===== src/rtl/xkeypad_pkg.sv =====
// Shared key codes, widths and state/payload types for the xkeypad block.
package xkeypad_pkg;

  localparam int unsigned KEY_W      = 4;
  localparam int unsigned DIGIT_W    = 4;
  localparam int unsigned DATA_W     = 11;
  localparam int unsigned MAG_W      = 10;
  localparam int unsigned MAX_DIGITS = 3;

  // Key code is col_index*4 + row_index.
  localparam logic [KEY_W-1:0] KEY_1    = 4'd0;
  localparam logic [KEY_W-1:0] KEY_4    = 4'd1;
  localparam logic [KEY_W-1:0] KEY_7    = 4'd2;
  localparam logic [KEY_W-1:0] KEY_STAR = 4'd3;
  localparam logic [KEY_W-1:0] KEY_2    = 4'd4;
  localparam logic [KEY_W-1:0] KEY_5    = 4'd5;
  localparam logic [KEY_W-1:0] KEY_8    = 4'd6;
  localparam logic [KEY_W-1:0] KEY_0    = 4'd7;
  localparam logic [KEY_W-1:0] KEY_3    = 4'd8;
  localparam logic [KEY_W-1:0] KEY_6    = 4'd9;
  localparam logic [KEY_W-1:0] KEY_9    = 4'd10;
  localparam logic [KEY_W-1:0] KEY_HASH = 4'd11;
  localparam logic [KEY_W-1:0] KEY_A    = 4'd12;
  localparam logic [KEY_W-1:0] KEY_B    = 4'd13;
  localparam logic [KEY_W-1:0] KEY_C    = 4'd14;
  localparam logic [KEY_W-1:0] KEY_D    = 4'd15;

  typedef enum logic [1:0] {SCAN_NONE, SCAN_SINGLE, SCAN_MULTI} scan_kind_e;
  typedef enum logic {RELEASED, PRESSED} db_state_e;
  typedef enum logic {ENTRY, CONVERT} entry_state_e;

  typedef struct packed {
    scan_kind_e       kind;
    logic [KEY_W-1:0] code;
  } scan_res_t;

  // Digit value of a key code; non-digit codes map to 0.
  function automatic logic [DIGIT_W-1:0] key_digit(input logic [KEY_W-1:0] code);
    case (code)
      KEY_1:   key_digit = 4'd1;
      KEY_2:   key_digit = 4'd2;
      KEY_3:   key_digit = 4'd3;
      KEY_4:   key_digit = 4'd4;
      KEY_5:   key_digit = 4'd5;
      KEY_6:   key_digit = 4'd6;
      KEY_7:   key_digit = 4'd7;
      KEY_8:   key_digit = 4'd8;
      KEY_9:   key_digit = 4'd9;
      KEY_0:   key_digit = 4'd0;
      default: key_digit = 4'd0;
    endcase
  endfunction

endpackage


===== src/rtl/xkeypad_if.sv =====
// Keypad pins and processor read handshake of xkeypad; echo signals exist only with XKEYPAD_ECHO_EN.
interface xkeypad_if;
  import xkeypad_pkg::*;

  logic              sel;
  logic [3:0]        row;
  logic [3:0]        col;
  logic [DATA_W-1:0] data_out;
  logic              valid;
  logic              ovr;
`ifdef XKEYPAD_ECHO_EN
  logic [MAX_DIGITS*DIGIT_W-1:0] echo_bcd;
  logic                          echo_neg;

  modport master (output sel, row, input col, data_out, valid, ovr, echo_bcd, echo_neg);
  modport slave  (input sel, row, output col, data_out, valid, ovr, echo_bcd, echo_neg);
`else
  modport master (output sel, row, input col, data_out, valid, ovr);
  modport slave  (input sel, row, output col, data_out, valid, ovr);
`endif
endinterface


===== src/rtl/xkeypad_scan.sv =====
// Column scanner with row synchroniser and press/release debounce; emits a one-cycle key event.
module xkeypad_scan
  import xkeypad_pkg::*;
#(
  parameter int unsigned SCAN_DIV       = 50000,
  parameter int unsigned DEBOUNCE_SCANS = 4
) (
  input  logic             clk,
  input  logic             rst,
  input  logic [3:0]       row_i,
  output logic [3:0]       col_o,
  output logic [KEY_W-1:0] key_code_o,
  output logic             key_evt_o
);

  localparam int unsigned DIV_W = $clog2(SCAN_DIV);
  localparam int unsigned CNT_W = $clog2(DEBOUNCE_SCANS + 1);

  logic [3:0]       row_meta_q, row_sync_q;
  logic [DIV_W-1:0] div_q;
  logic [3:0]       col_q;
  logic [1:0]       col_idx_q;
  logic [1:0]       hits_q;
  logic [KEY_W-1:0] code_q;
  logic             scan_stb_q;
  scan_res_t        scan_q;

  logic             slot_end;
  logic [2:0]       col_hits;
  logic [1:0]       col_row;
  logic [2:0]       hit_sum;
  logic [1:0]       tot_hits;
  logic [KEY_W-1:0] acc_code;

  db_state_e        state_q, state_d;
  logic [CNT_W-1:0] cnt_q, cnt_d, run;
  logic [KEY_W-1:0] cand_q, cand_d;
  logic [KEY_W-1:0] key_q, key_d;
  logic             evt_q, evt_d;

  assign slot_end = (div_q == DIV_W'(SCAN_DIV - 1));

  // Hits in the current column, folded into the running scan (saturating at 2 = multi).
  always_comb begin
    col_hits = 3'd0;
    col_row  = 2'd0;
    for (int r = 0; r < 4; r++) begin
      if (!row_sync_q[r]) begin
        col_hits = col_hits + 3'd1;
        col_row  = 2'(r);
      end
    end
    hit_sum  = 3'(hits_q) + col_hits;
    tot_hits = (hit_sum >= 3'd2) ? 2'd2 : hit_sum[1:0];
    acc_code = (col_hits == 3'd1) ? {col_idx_q, col_row} : code_q;
  end

  always_ff @(posedge clk or negedge rst) begin
    if (!rst) begin
      row_meta_q <= 4'hF;
      row_sync_q <= 4'hF;
      div_q      <= '0;
      col_q      <= 4'b1110;
      col_idx_q  <= 2'd0;
      hits_q     <= 2'd0;
      code_q     <= '0;
      scan_stb_q <= 1'b0;
      scan_q     <= '{kind: SCAN_NONE, code: '0};
    end else begin
      row_meta_q <= row_i;
      row_sync_q <= row_meta_q;
      scan_stb_q <= 1'b0;
      if (slot_end) begin
        div_q     <= '0;
        col_q     <= {col_q[2:0], col_q[3]};
        col_idx_q <= col_idx_q + 2'd1;
        if (col_idx_q == 2'd3) begin
          scan_stb_q  <= 1'b1;
          scan_q.code <= acc_code;
          scan_q.kind <= (tot_hits == 2'd0) ? SCAN_NONE :
                         (tot_hits == 2'd1) ? SCAN_SINGLE : SCAN_MULTI;
          hits_q      <= 2'd0;
          code_q      <= '0;
        end else begin
          hits_q <= tot_hits;
          code_q <= acc_code;
        end
      end else begin
        div_q <= div_q + DIV_W'(1);
      end
    end
  end

  always_ff @(posedge clk or negedge rst) begin
    if (!rst) begin
      state_q <= RELEASED;
      cnt_q   <= '0;
      cand_q  <= '0;
      key_q   <= '0;
      evt_q   <= 1'b0;
    end else begin
      state_q <= state_d;
      cnt_q   <= cnt_d;
      cand_q  <= cand_d;
      key_q   <= key_d;
      evt_q   <= evt_d;
    end
  end

  // Debounce: count consecutive identical single-key scans to press, none scans to release.
  always_comb begin
    state_d = state_q;
    cnt_d   = cnt_q;
    cand_d  = cand_q;
    key_d   = key_q;
    evt_d   = 1'b0;
    run     = '0;
    if (scan_stb_q) begin
      case (state_q)
        RELEASED: begin
          if (scan_q.kind == SCAN_SINGLE) begin
            run = (cnt_q != '0 && scan_q.code == cand_q) ? cnt_q + CNT_W'(1) : CNT_W'(1);
            if (run >= CNT_W'(DEBOUNCE_SCANS)) begin
              state_d = PRESSED;
              cnt_d   = '0;
              key_d   = scan_q.code;
              evt_d   = 1'b1;
            end else begin
              cnt_d  = run;
              cand_d = scan_q.code;
            end
          end else begin
            cnt_d = '0;
          end
        end
        PRESSED: begin
          if (scan_q.kind == SCAN_NONE) begin
            run = cnt_q + CNT_W'(1);
            if (run >= CNT_W'(DEBOUNCE_SCANS)) begin
              state_d = RELEASED;
              cnt_d   = '0;
            end else begin
              cnt_d = run;
            end
          end else begin
            cnt_d = '0;
          end
        end
        default: state_d = RELEASED;
      endcase
    end
  end

  assign col_o      = col_q;
  assign key_code_o = key_q;
  assign key_evt_o  = evt_q;

endmodule


===== src/rtl/xkeypad.sv =====
// Keypad number entry: BCD entry, sequential BCD-to-binary conversion and read handshake.
// Optional XKEYPAD_ECHO_EN exposes the entry in progress on echo_bcd/echo_neg.
module xkeypad
  import xkeypad_pkg::*;
#(
  parameter int unsigned SCAN_DIV       = 50000,
  parameter int unsigned DEBOUNCE_SCANS = 4
) (
  input  logic   clk,
  input  logic   rst,
  xkeypad_if.slave bus
);

  logic [3:0]         col;
  logic [KEY_W-1:0]   key_code;
  logic               key_evt;

  entry_state_e       state_q, state_d;
  logic [DIGIT_W-1:0] hund_q, hund_d, tens_q, tens_d, ones_q, ones_d;
  logic [1:0]         ndig_q, ndig_d;
  logic               neg_q, neg_d;
  logic [1:0]         step_q, step_d;
  logic [MAG_W-1:0]   acc_q, acc_d;
  logic [DATA_W-1:0]  data_q, data_d;
  logic               valid_q, valid_d;
  logic               ovr_q, ovr_d;
  logic               latch;
  logic [DATA_W-1:0]  mag;

  xkeypad_scan #(
    .SCAN_DIV       (SCAN_DIV),
    .DEBOUNCE_SCANS (DEBOUNCE_SCANS)
  ) u_scan (
    .clk        (clk),
    .rst        (rst),
    .row_i      (bus.row),
    .col_o      (col),
    .key_code_o (key_code),
    .key_evt_o  (key_evt)
  );

  always_ff @(posedge clk or negedge rst) begin
    if (!rst) begin
      state_q <= ENTRY;
      hund_q  <= '0;
      tens_q  <= '0;
      ones_q  <= '0;
      ndig_q  <= 2'd0;
      neg_q   <= 1'b0;
      step_q  <= 2'd0;
      acc_q   <= '0;
      data_q  <= '0;
      valid_q <= 1'b0;
      ovr_q   <= 1'b0;
    end else begin
      state_q <= state_d;
      hund_q  <= hund_d;
      tens_q  <= tens_d;
      ones_q  <= ones_d;
      ndig_q  <= ndig_d;
      neg_q   <= neg_d;
      step_q  <= step_d;
      acc_q   <= acc_d;
      data_q  <= data_d;
      valid_q <= valid_d;
      ovr_q   <= ovr_d;
    end
  end

  assign mag = DATA_W'(acc_q);

  // The # event already performs the first multiply-add step, so valid rises 4 clocks later.
  always_comb begin
    state_d = state_q;
    hund_d  = hund_q;
    tens_d  = tens_q;
    ones_d  = ones_q;
    ndig_d  = ndig_q;
    neg_d   = neg_q;
    step_d  = step_q;
    acc_d   = acc_q;
    data_d  = data_q;
    valid_d = valid_q;
    ovr_d   = ovr_q;
    latch   = 1'b0;
    case (state_q)
      ENTRY: begin
        if (key_evt) begin
          case (key_code)
            KEY_A: neg_d = ~neg_q;
            KEY_STAR: begin
              hund_d = '0;
              tens_d = '0;
              ones_d = '0;
              ndig_d = 2'd0;
              neg_d  = 1'b0;
            end
            KEY_HASH: begin
              state_d = CONVERT;
              acc_d   = MAG_W'(hund_q);
              step_d  = 2'd1;
            end
            KEY_B, KEY_C, KEY_D: ;
            default: begin
              if (ndig_q < 2'(MAX_DIGITS)) begin
                hund_d = tens_q;
                tens_d = ones_q;
                ones_d = key_digit(key_code);
                ndig_d = ndig_q + 2'd1;
              end
            end
          endcase
        end
      end
      CONVERT: begin
        case (step_q)
          2'd1: begin
            acc_d  = acc_q * MAG_W'(10) + MAG_W'(tens_q);
            step_d = 2'd2;
          end
          2'd2: begin
            acc_d  = acc_q * MAG_W'(10) + MAG_W'(ones_q);
            step_d = 2'd3;
          end
          default: begin
            latch   = 1'b1;
            data_d  = neg_q ? DATA_W'(0) - mag : mag;
            hund_d  = '0;
            tens_d  = '0;
            ones_d  = '0;
            ndig_d  = 2'd0;
            neg_d   = 1'b0;
            acc_d   = '0;
            step_d  = 2'd0;
            state_d = ENTRY;
          end
        endcase
      end
      default: state_d = ENTRY;
    endcase

    // A read clears valid/ovr; a latch in the same cycle takes priority.
    if (bus.sel) begin
      valid_d = 1'b0;
      ovr_d   = 1'b0;
    end
    if (latch) begin
      valid_d = 1'b1;
      ovr_d   = !bus.sel && (valid_q || ovr_q);
    end
  end

  assign bus.col      = col;
  assign bus.data_out = data_q;
  assign bus.valid    = valid_q;
  assign bus.ovr      = ovr_q;
`ifdef XKEYPAD_ECHO_EN
  assign bus.echo_bcd = {hund_q, tens_q, ones_q};
  assign bus.echo_neg = neg_q;
`endif

endmodule


===== src/flat_wrapper.sv =====
// flat-port wrapper written by rule: the top's interface ports become plain ports
module xkeypad_flat import xkeypad_pkg::*;
#(
  parameter int unsigned SCAN_DIV       = 50000,
  parameter int unsigned DEBOUNCE_SCANS = 4
)
  (clk, rst, bus_sel, bus_row, bus_col, bus_data_out, bus_valid, bus_ovr);
  xkeypad_if bus_i ();
  input  logic clk;
  input  logic rst;
  input wire logic [$bits(bus_i.sel)-1:0] bus_sel;
  input wire logic [$bits(bus_i.row)-1:0] bus_row;
  output wire logic [$bits(bus_i.col)-1:0] bus_col;
  output wire logic [$bits(bus_i.data_out)-1:0] bus_data_out;
  output wire logic [$bits(bus_i.valid)-1:0] bus_valid;
  output wire logic [$bits(bus_i.ovr)-1:0] bus_ovr;
  assign bus_i.sel = bus_sel;
  assign bus_i.row = bus_row;
  assign bus_col = bus_i.col;
  assign bus_data_out = bus_i.data_out;
  assign bus_valid = bus_i.valid;
  assign bus_ovr = bus_i.ovr;
  xkeypad #(.SCAN_DIV(SCAN_DIV), .DEBOUNCE_SCANS(DEBOUNCE_SCANS)) u_core (.clk(clk), .rst(rst), .bus(bus_i));
endmodule

===== config.mk =====
export PLATFORM = sky130hd
export DESIGN_NAME = xkeypad_flat
export DESIGN_NICKNAME = d
export VERILOG_FILES = /design/src/rtl/xkeypad_pkg.sv /design/src/rtl/xkeypad_if.sv /design/src/rtl/xkeypad_scan.sv /design/src/rtl/xkeypad.sv /design/src/flat_wrapper.sv
export SDC_FILE = /design/constraint.sdc
export NUM_CORES = 1
export LEC_CHECK = 0
export CORE_ASPECT_RATIO = 2
export CORE_UTILIZATION = 55
export CTS_CLUSTER_DIAMETER = 100
export DETAILED_ROUTE_END_ITERATION = 7
export HOLD_SLACK_MARGIN = 0.05
export PLACE_DENSITY = 0.81
export SLEW_MARGIN = 0
export SYNTH_ARGS = -nofsm -noshare
export SYNTH_HDL_FRONTEND = slang
export SYNTH_SLANG_ARGS = --single-unit

===== constraint.sdc =====
create_clock -name clk -period 3.2 [get_ports clk]
set_input_delay 0.32 -clock clk [delete_from_list [all_inputs] [get_ports clk]]
set_output_delay 0.32 -clock clk [all_outputs]
set_load 0.01 [all_outputs]

# Yosys cells after proc, flatten, opt, wreduce, memory -nomap -nowiden
# Memories as Yosys holds them, arrays and structs flattened.
# Cells that the tools add are included.
[word_totals]
reg_bits = 97
latchBits = 0
mem_bits_rw = 0
romBits = 64
out_inout_bits = 17
n_memories = 1
[classes]
addsub = 11
multipliers = 1
div_mod_pow = 0
order_cmp = 4
eq_ne = 20
n_shift = 0
mux = 69
bitwise_logic = 5
n_reduce_logical = 17
[memory_table]
columns = ["memory", "depth", "width", "rd", "rd_clocked_by_memory_dff", "wr", "line", "rtl"]
rows = [
  ["(name not given)", 16, 4, 1, 0, 0, "xkeypad_pkg.sv:39", "case (code)"],
]
[op_table]
columns = ["op", "n"]
rows = [
  ["4-bit one-hot mux with 2 select lines", 6],
  ["10-bit one-hot mux with 2 select lines", 2],
  ["4-bit 2-to-1 mux", 9],
  ["3-bit 2-to-1 mux", 8],
  ["2-bit 2-to-1 mux", 11],
  ["10-bit by 4-bit adder with 10-bit output", 2],
  ["4-bit equality test (second input constant)", 5],
  ["1-bit 2-to-1 mux", 20],
  ["10-bit 2-to-1 mux", 2],
  ["16-bit by 1-bit adder with 16-bit output (second input constant)", 1],
  ["16-bit equality test (second input constant)", 1],
  ["16-bit 2-to-1 mux", 1],
  ["2-bit one-hot mux with 2 select lines", 4],
  ["3-bit by 1-bit adder with 3-bit output (second input constant)", 4],
  ["4-bit AND reduction", 3],
  ["11-bit 2-to-1 mux", 1],
  ["1-bit by 10-bit subtractor with 11-bit output (first input constant)", 1],
  ["10-bit by 3-bit multiplier with 9-bit output (second input constant)", 1],
  ["2-bit inequality test (second input constant)", 4],
  ["1-bit one-hot mux with 2 select lines", 4],
  ["2-bit by 1-bit equality test with 1-bit output (second input constant)", 3],
  ["3-bit greater-or-equal comparator (second input constant)", 2],
  ["3-bit one-hot mux with 2 select lines", 1],
  ["2-bit AND reduction", 3],
  ["20 further kinds", 28],
]

# Depth between registers and ports, before layout
# Gate-level depths: netlist of run 1.
[logic_depth]
word_depth = 13
depth_mapped = 12

# Cells and area by module
# A second synthesis of run 1 with hierarchy kept.
[unflattened]
hier_cells = 508
area_unflattened_um2 = 5137.4
[modules_own_cells]
columns = ["module", "n_inst", "cells_per_inst", "area_each_um2"]
rows = [
  ["xkeypad_scan", 1, 242, 2677.6],
  ["xkeypad", 1, 266, 2459.9],
]

# Least setup slack after synthesis of run 1
# OpenSTA, ideal clock, no wires.
[synth_timing]
path_kind = "register -> register"
startpoint = "reg u_core.u_scan.row_sync_q[0]"
endpoint = "reg u_core.u_scan.hits_q[0]"
setup_ns = 0.131
arrival_ns = 2.577
required_ns = 3.069
path_slack_ns = 0.492
path_stages_with_launch = 11
path_buffers = 0
period_less_slack_ns = 2.708
cell_sequence = "dfstp_2 inv_1 ha_1 xnor2_1 ha_1 nor2b_1 a31oi_1 fa_1 nor2b_1 nand2_1 o31ai_1"
[synth_between]
elab_chain_cells = 11
[synth_rtl]
columns = ["item", "line", "rtl"]
rows = [
  ["start, declared", "xkeypad_scan.sv:19", "logic [3:0] row_meta_q, row_sync_q;"],
  ["start signal, assigned", "xkeypad_scan.sv:71", "row_sync_q <= row_meta_q;"],
  ["1-bit 2-to-1 mux *", "xkeypad_scan.sv:48", "if (!row_sync_q[r]) begin"],
  ["3-bit by 1-bit adder with 3-bit output", "xkeypad_scan.sv:49", "col_hits = col_hits + 3'd1;"],
  ["3-bit 2-to-1 mux *", "xkeypad_scan.sv:48", ""],
  ["3-bit by 1-bit adder with 3-bit output", "xkeypad_scan.sv:49", ""],
  ["3-bit 2-to-1 mux *", "xkeypad_scan.sv:48", ""],
  ["3-bit by 1-bit adder with 3-bit output", "xkeypad_scan.sv:49", ""],
  ["3-bit 2-to-1 mux *", "xkeypad_scan.sv:48", ""],
  ["2-bit by 3-bit adder with 3-bit output *", "xkeypad_scan.sv:53", "hit_sum = 3'(hits_q) + col_hits;"],
  ["3-bit by 2-bit greater-or-equal comparator with 1-bit output", "xkeypad_scan.sv:54", "tot_hits = (hit_sum >= 3'd2) ? 2'd2 : hit_sum[1:0];"],
  ["2-bit 2-to-1 mux *", "xkeypad_scan.sv:54", ""],
  ["2-bit 2-to-1 mux *", "xkeypad_scan.sv:77", "if (col_idx_q == 2'd3) begin"],
  ["end signal, assigned", "xkeypad_scan.sv:85", "hits_q <= tot_hits;"],
  ["end, declared", "xkeypad_scan.sv:23", "logic [1:0] hits_q;"],
]
# Mark *: on every way between the ends. The rest lies on a longest branch, timed or not.
# A chain may end at the register's enable or synchronous reset.

# Worst setup path in the final report of run 1
[layout_timing]
startpoint = "reg u_core.u_scan.row_sync_q[1]"
endpoint = "reg u_core.u_scan.hits_q[0]"
[layout_between]
elab_chain_cells = 9
[layout_rtl]
columns = ["item", "line"]
rows = [
  ["3-bit 2-to-1 mux *", "xkeypad_scan.sv:48"],
  ["3-bit by 1-bit adder with 3-bit output", "xkeypad_scan.sv:49"],
  ["3-bit 2-to-1 mux *", "xkeypad_scan.sv:48"],
  ["3-bit by 1-bit adder with 3-bit output", "xkeypad_scan.sv:49"],
  ["3-bit 2-to-1 mux *", "xkeypad_scan.sv:48"],
  ["2-bit by 3-bit adder with 3-bit output *", "xkeypad_scan.sv:53"],
  ["3-bit by 2-bit greater-or-equal comparator with 1-bit output", "xkeypad_scan.sv:54"],
  ["2-bit 2-to-1 mux *", "xkeypad_scan.sv:54"],
  ["2-bit 2-to-1 mux *", "xkeypad_scan.sv:77"],
]
# Marked as above.

==> impl_metrics.ini, run 1 <==
[outcome]
outcome = finished clean

[clock_network]
clk_transition_reported_paths_ns = 0.06
post_cts.resized_instances = 0
tritoncts_num_sinks = 97
tritoncts = done
cts_made_buffers = 9
cts.htree.levels = 3
post_cts_hold_buffer_count = 0
clock_latency_reported_for_the_late_side_of_the_worst_skew_pair_ns = 0.34
cts-root-buf = sky130_fd_sc_hd__clkbuf_16
cts_max_path_buffers = 2
post-cts-setup-buffers = 0

[timing]
timing_worst_slew_pin_value_ns = 0.7659
grt_setup_unrepaired = no
max_slew_margin_pct = 48.75
maxClockFrequency_ghz = 0.3289
tns_ns = 0
finalCritPeriodShare_pct = 95.02
final.hold.worst_slack_ns = 0.03537
report.final.setup_viol = 0
finalHoldViolCount = 0
final.min_clock_period_ns = 3.040
report.final.slew_viol_count = 0
fin_ws_ns = 0.1595
fin_worst_skew_ns = 0.005656

[setup_path]
rr_worst_depth = 12
path_max_fanout = 3
critical_path_required_ns = 3.44
worst_r2r_endpoint = u_core.u_scan.hits_q[0]
crit_end = u_core.u_scan.hits_q[0]
cp-startpoint = u_core.u_scan.row_sync_q[1]
critPathArrivalTime_ns = 3.28
timing.reg2reg.setup_slack_ns = 0.16
worst_r2r_startpoint = u_core.u_scan.row_sync_q[1]
kind_of_start_point_of_the_critical_path = flop
worstSetupEndpointType = flop
critical_setup_path_kind = reg -> reg

[cells_and_area]
sequential_cell_area_mm2 = 0.002441
area.growth.synth_to_final_pct = 12.31
multi_input_gate_area_in_the_final_layout_mm2 = 0.002394
layout_commonest_cell = sky130_fd_sc_hd__dfrtp_1
final_util_pct = 64.09
antennaDiodeCount = 0
commonest_non_fill_non_tap_cells_in_the_layout = sky130_fd_sc_hd__dfrtp_1 (86), sky130_fd_sc_hd__nand2_1 (69), sky130_fd_sc_hd__ha_1 (30)
post_route_cells_drive_above_1_share_pct = 10.16
fillCellCount = 689
fin_nets = 538

[power_and_ir_drop]
vdd.ir_drop.worst_mv = 0.4130
comb_power_share_pct = 3.9
intPower_mw = 1.834
clkPwrFrac_pct = 42.4
p_leak_nw = 2.667
swShare_pct = 20.64
power.density_mw_per_mm2 = 414.0
total_switching_power_mw = 0.4770
power_frac_seq_pct = 53.7

[grt]
grt_pass1_wl_um = 17190
grt_max_degree = 60
globalRouteOverflowTotal = 0
grt_antenna_before_repair = 0
grt_pass1_vias = 3703
track_usage_pct = 23.42

[floorplan]
dieArea_mm2 = 0.009443
row_count = 48
io_pins = 24
core_area_mm2 = 0.008708
die_w_um = 69.22
initial_utilization_pct = 57.07
die_y_um = 136.4

[route]
drt_pre_antenna_iters = 4
post_drt_via_cell_ratio = 5.792
drt.antenna.violating_nets = 0
drt-total-wl_um = 9873
detail_route.wl_per_cell_um = 16.40
routed-via-count = 3487
drcViolationCount = 0
drt-initial-drc-count = 138

[placement]
gpl.final_weighted_congestion = 0.8343
io_buffer_count = 23
hpwlAfterDp_um = 7382
post-place-ws_ns = 0.2159

[logic_synthesis]
synth.avg_cell_area_um2 = 10.53
netlist_area_mm2 = 0.004970
ys_types = 52
synthesis.instances = 472
async_flop_share_pct = 100.0
ys_seq_area_share_pct = 49.12
number_of_flops_mapped_to_enable_cells_by_yosys = 0
synth-warning-count = 0
postSynth.topFlopCell = sky130_fd_sc_hd__dfrtp_1
postSynthNetCount = 512
yosys_register_bits = 97

[job]
max_cap_violations = 0

[min_path]
timing.hold.worst.class = in -> async
## cell usage after synthesis, types with 7 or more instances
cell type                  number  area [µm²]
sky130_fd_sc_hd__dfrtp_1       86        2152
sky130_fd_sc_hd__nand2_1       69       259.0
sky130_fd_sc_hd__ha_1          30       375.4
sky130_fd_sc_hd__o21ai_0       29       145.1
sky130_fd_sc_hd__xnor2_1       24       210.2
sky130_fd_sc_hd__nor2_1        23       86.33
sky130_fd_sc_hd__inv_1         22       82.58
sky130_fd_sc_hd__xor2_1        20       175.2
sky130_fd_sc_hd__a22o_1        13       113.9
sky130_fd_sc_hd__mux2_2        12       135.1
sky130_fd_sc_hd__dfstp_2       11       289.0
sky130_fd_sc_hd__nor2b_1       11       68.82
sky130_fd_sc_hd__nand3_1       10       50.05
sky130_fd_sc_hd__o21ai_1       10       50.05
sky130_fd_sc_hd__a21oi_1        9       45.04
sky130_fd_sc_hd__nand2b_1       9       56.30
sky130_fd_sc_hd__mux2i_1        7       70.07
## worst max-delay path, cell delays in order (launching register included)
cell and delay [ns]:
sky130_fd_sc_hd__dfstp_2 0.54, sky130_fd_sc_hd__inv_1 0.05, sky130_fd_sc_hd__ha_1 0.20, sky130_fd_sc_hd__nand2b_1 0.19
sky130_fd_sc_hd__and2_1 0.16, sky130_fd_sc_hd__ha_1 0.28, sky130_fd_sc_hd__nor2b_1 0.20, sky130_fd_sc_hd__a31oi_2 0.10
sky130_fd_sc_hd__fa_1 0.48, sky130_fd_sc_hd__xnor2_1 0.15, sky130_fd_sc_hd__nor2b_1 0.26, sky130_fd_sc_hd__nand2_1 0.13
sky130_fd_sc_hd__o31ai_1 0.20
## per-layer routing
layer / part of all wire (%) / vias to the layer above / wire (µm) / GRT usage, %
met5: 0 / - / 0 / 0
met4: 4.0 / 0 / 393 / 12.59
met3: 2.4 / 25 / 235 / 4.374
met2: 59 / 65 / 5825 / 46.17
met1: 35 / 1732 / 3419 / 22.09
li1: - / 1665 / - / -
## kinds of logic after synthesis
kind of cell	Yosys count	share of synthesized area, %
xor gates and xnor gates	46	8.535
AOI/OAI and AO/OA	92	11.96
and+or+nand+nor	150	14.65
muxes	19	4.129
DFF	97	49.12
buffers and inverters	35	2.845
adders and majority gates	33	8.761
## state kept, by name, summed over array words and instances (netlist names), 3 cells and up
register and flops:
u_core.tens_q 4, u_core.acc_q 10, u_core.hund_q 4, u_core.u_scan.key_code_o 4, u_core.u_scan.row_sync_q 4, u_core.u_scan.cand_q 4, u_core.u_scan.row_meta_q 4, u_core.u_scan.col_o 4
u_core.ones_q 4, u_core.u_scan.scan_q 6, u_core.bus.data_out 11, u_core.u_scan.div_q 16, u_core.u_scan.code_q 4, u_core.u_scan.cnt_q 3
## area by class of cell
class	count	share of cell area [%]
sequential	97	43.73
multi-input combinational	340	42.88
timing repair buffer	28	4.752
clock buffer	13	4.663
tap	100	2.242
inverter	22	1.479
clock inverter	2	0.2466
## power by group through the flow
| stage | logic (mW) | clock network (mW) | registers (mW) |
|---|---|---|---|
| after floorplan | 0.0450 | 0 | 1.26 |
| after global placement | 0.0835 | 0 | 1.26 |
| after detailed placement | 0.0886 | 0 | 1.26 |
| after CTS | 0.0906 | 1.00 | 1.24 |
| after global routing | 0.102 | 1.06 | 1.24 |
| final | 0.0909 | 0.980 | 1.24 |
## how the worst min path moves through the flow
| stage | endpoint | cells after the start | slack (ns) |
|---|---|---|---|
| detailed placement | u_core.u_scan.row_sync_q[1] | 0 | 0.35 |
| global placement | u_core.u_scan.row_sync_q[3] | 0 | 0.35 |
| global route | u_core.bus.data_out[3] | 1 | 0.1 |
| CTS | u_core.bus.data_out[3] | 1 | 0.06 |
| floorplan | u_core.acc_q[0] | 0 | 0.02 |
| finish | u_core.bus.valid | 1 | 0.04 |
## metrics by stage
step	std cells	total power, mW	cell area (µm²)
final	602	2.311	5582
after global routing	602	2.398	5582
after CTS	602	2.335	5575
after detailed placement	587	1.351	5301
after global placement	587	1.345	5301
after floorplan	472	1.306	4970
Note: power is estimated with default switching activity, not from simulation.
==> run 2, diff against run 1 <==
==> constraint.sdc (replaced) <==
create_clock -name clk -period 2.8 [get_ports clk]
set_input_delay 0.28 -clock clk [delete_from_list [all_inputs] [get_ports clk]]
set_output_delay 0.28 -clock clk [all_outputs]
set_load 0.01 [all_outputs]
==> impl_metrics.ini, run 2 (synthesis results as in run 1) <==
[outcome]
outcome = finished clean

[clock_network]
clock_latency_reported_for_the_late_side_of_the_worst_skew_pair_ns = 0.34
cts_max_path_buffers = 2
cts.htree.levels = 3
tritoncts = done
cts_made_buffers = 9
cts-root-buf = sky130_fd_sc_hd__clkbuf_16
tritoncts_num_sinks = 97
clk_transition_reported_paths_ns = 0.06

[min_path]
timing.hold.worst.class = in -> reg

[setup_path]
worstSetupEndpointType = flop
critical_setup_path_kind = reg -> reg
kind_of_start_point_of_the_critical_path = flop
path_max_fanout = 3
critical_path_required_ns = 3.04
critPathArrivalTime_ns = 3.00

[placement]
post-place-ws_ns = -0.07013
gpl.final_weighted_congestion = 0.8448
io_buffer_count = 23
hpwlAfterDp_um = 7561

[timing]
maxClockFrequency_ghz = 0.3622
fin_worst_skew_ns = 0.004983
final.min_clock_period_ns = 2.761
finalHoldViolCount = 0
report.final.slew_viol_count = 0
max_slew_margin_pct = 52.70
timing_worst_slew_pin_value_ns = 0.7095
fin_ws_ns = 0.03922
tns_ns = 0
finalCritPeriodShare_pct = 98.60
report.final.setup_viol = 0

[power_and_ir_drop]
totalPowerFinal_mw = 2.682
power.density_mw_per_mm2 = 469.0
vdd.ir_drop.worst_mv = 0.4588
p_leak_nw = 2.743

[grt]
grt_pass1_vias = 3685
grt_max_degree = 57
global_route.usage.met3_pct = 3.855
grtUsageMet1_pct = 21.36
grt_antenna_before_repair = 0
globalRouteOverflowTotal = 0
globalRoute.busiestLayer = met2
track_usage_pct = 23.76
grt_pass1_wl_um = 17150
global_route.usage.met2_pct = 48.92

[route]
post_drt_via_cell_ratio = 5.809
drt.antenna.violating_nets = 0
drt-initial-drc-count = 141
detail_route.wl_per_cell_um = 16.89
drt_pre_antenna_iters = 4
drt-total-wl_um = 10340
routed-via-count = 3555
drcViolationCount = 0

[floorplan]
die_w_um = 69.22
io_pins = 24
dieArea_mm2 = 0.009443
core_area_mm2 = 0.008708
initial_utilization_pct = 57.07
row_count = 48
die_y_um = 136.4

[cells_and_area]
post_route_cells_drive_above_1_share_pct = 13.67
commonest_non_fill_non_tap_cells_in_the_layout = sky130_fd_sc_hd__dfrtp_1 (86), sky130_fd_sc_hd__nand2_1 (68), sky130_fd_sc_hd__o21ai_0 (29)
antennaDiodeCount = 0
layout_commonest_cell = sky130_fd_sc_hd__dfrtp_1
fillCellCount = 681
largest_register = u_core.u_scan.div_q
fin_nets = 547
area.growth.synth_to_final_pct = 15.06
largest_register_ffs = 16

[job]
max_cap_violations = 0
==> run 2: layout make-up <==
cell class / instances / area [µm²] / area share, %
Tap cell: 100 / 125.1 / 2.188
Clock buffer: 11 / 242.7 / 4.245
Clock inverter: 5 / 31.28 / 0.5470
Inverter: 22 / 82.58 / 1.444
Timing Repair Buffer: 37 / 347.8 / 6.083
Multi-Input combinational cell: 340 / 2447 / 42.80
Sequential cell: 97 / 2441 / 42.69
==> run 2: per-stage QoR <==
| step | cells | cell area, µm² | util [%] | hold WS [ns] |
|---|---|---|---|---|
| after global placement | 593 | 5359 | 61.54 | 0.3459 |
| after CTS | 611 | 5663 | 65.03 | 0.3434 |
| after detailed placement | 593 | 5359 | 61.54 | 0.3496 |
| after global routing | 612 | 5718 | 65.66 | 0.3385 |
| after floorplan | 472 | 4970 | - | -0.01559 |
| final | 612 | 5718 | 65.66 | 0.3498 |
==> run 2: repair_timing <==
action	in CTS	in global routing
endpoints found under the setup margin	2	5
buffers inserted	1	1
resized for setup	3	8
endpoints found under the hold margin	47	0
hold buffers	1	0
pin swaps	0	2
==> run 2: power breakdown <==
group / internal, mW / leakage, nW / switching, mW
clock network: 0.623 / 0.135 / 0.507
registers: 1.41 / 1.30 / 0.00574
logic: 0.0592 / 1.31 / 0.0742
total: 2.09 / 2.74 / 0.587
==> run 2: metal layers <==
layer / up-vias / wire length (µm)
met1: 1776 / 3583
met2: 63 / 6203
li1: 1690 / -
met3: 26 / 222
met4: 0 / 327
met5: - / 0
==> run 2: worst max-delay path, cell delays in order, from the launching register on <==
cell	delay [ns]
sky130_fd_sc_hd__dfstp_2	0.55
sky130_fd_sc_hd__inv_1	0.07
sky130_fd_sc_hd__ha_4	0.16
sky130_fd_sc_hd__nand2b_4	0.13
sky130_fd_sc_hd__and2_1	0.14
sky130_fd_sc_hd__ha_1	0.26
sky130_fd_sc_hd__nor2b_1	0.14
sky130_fd_sc_hd__a31oi_1	0.06
sky130_fd_sc_hd__buf_4	0.16
sky130_fd_sc_hd__fa_2	0.58
sky130_fd_sc_hd__nor2b_4	0.17
sky130_fd_sc_hd__nand2_2	0.08
sky130_fd_sc_hd__o31ai_2	0.19
==> run 2: worst paths after layout <==
| kind | startpoint | endpoint | slack [ns] | depth (start not counted) |
|---|---|---|---|---|
| max | u_core.u_scan.row_sync_q[1] | u_core.u_scan.hits_q[0] | 0.04 | 12 |
| min | bus_row[0] | u_core.u_scan.row_meta_q[0] | 0.35 | 1 |
| max reg2reg | u_core.u_scan.row_sync_q[1] | u_core.u_scan.hits_q[0] | 0.04 | 12 |
| min reg2reg | u_core.u_scan.row_meta_q[3] | u_core.u_scan.row_sync_q[3] | 0.36 | 0 |
| max in group asynchronous | rst | u_core.u_scan.col_o[3] | 1.54 | 3 |
| min in group asynchronous | rst | u_core.bus.data_out[4] | 0.53 | 2 |
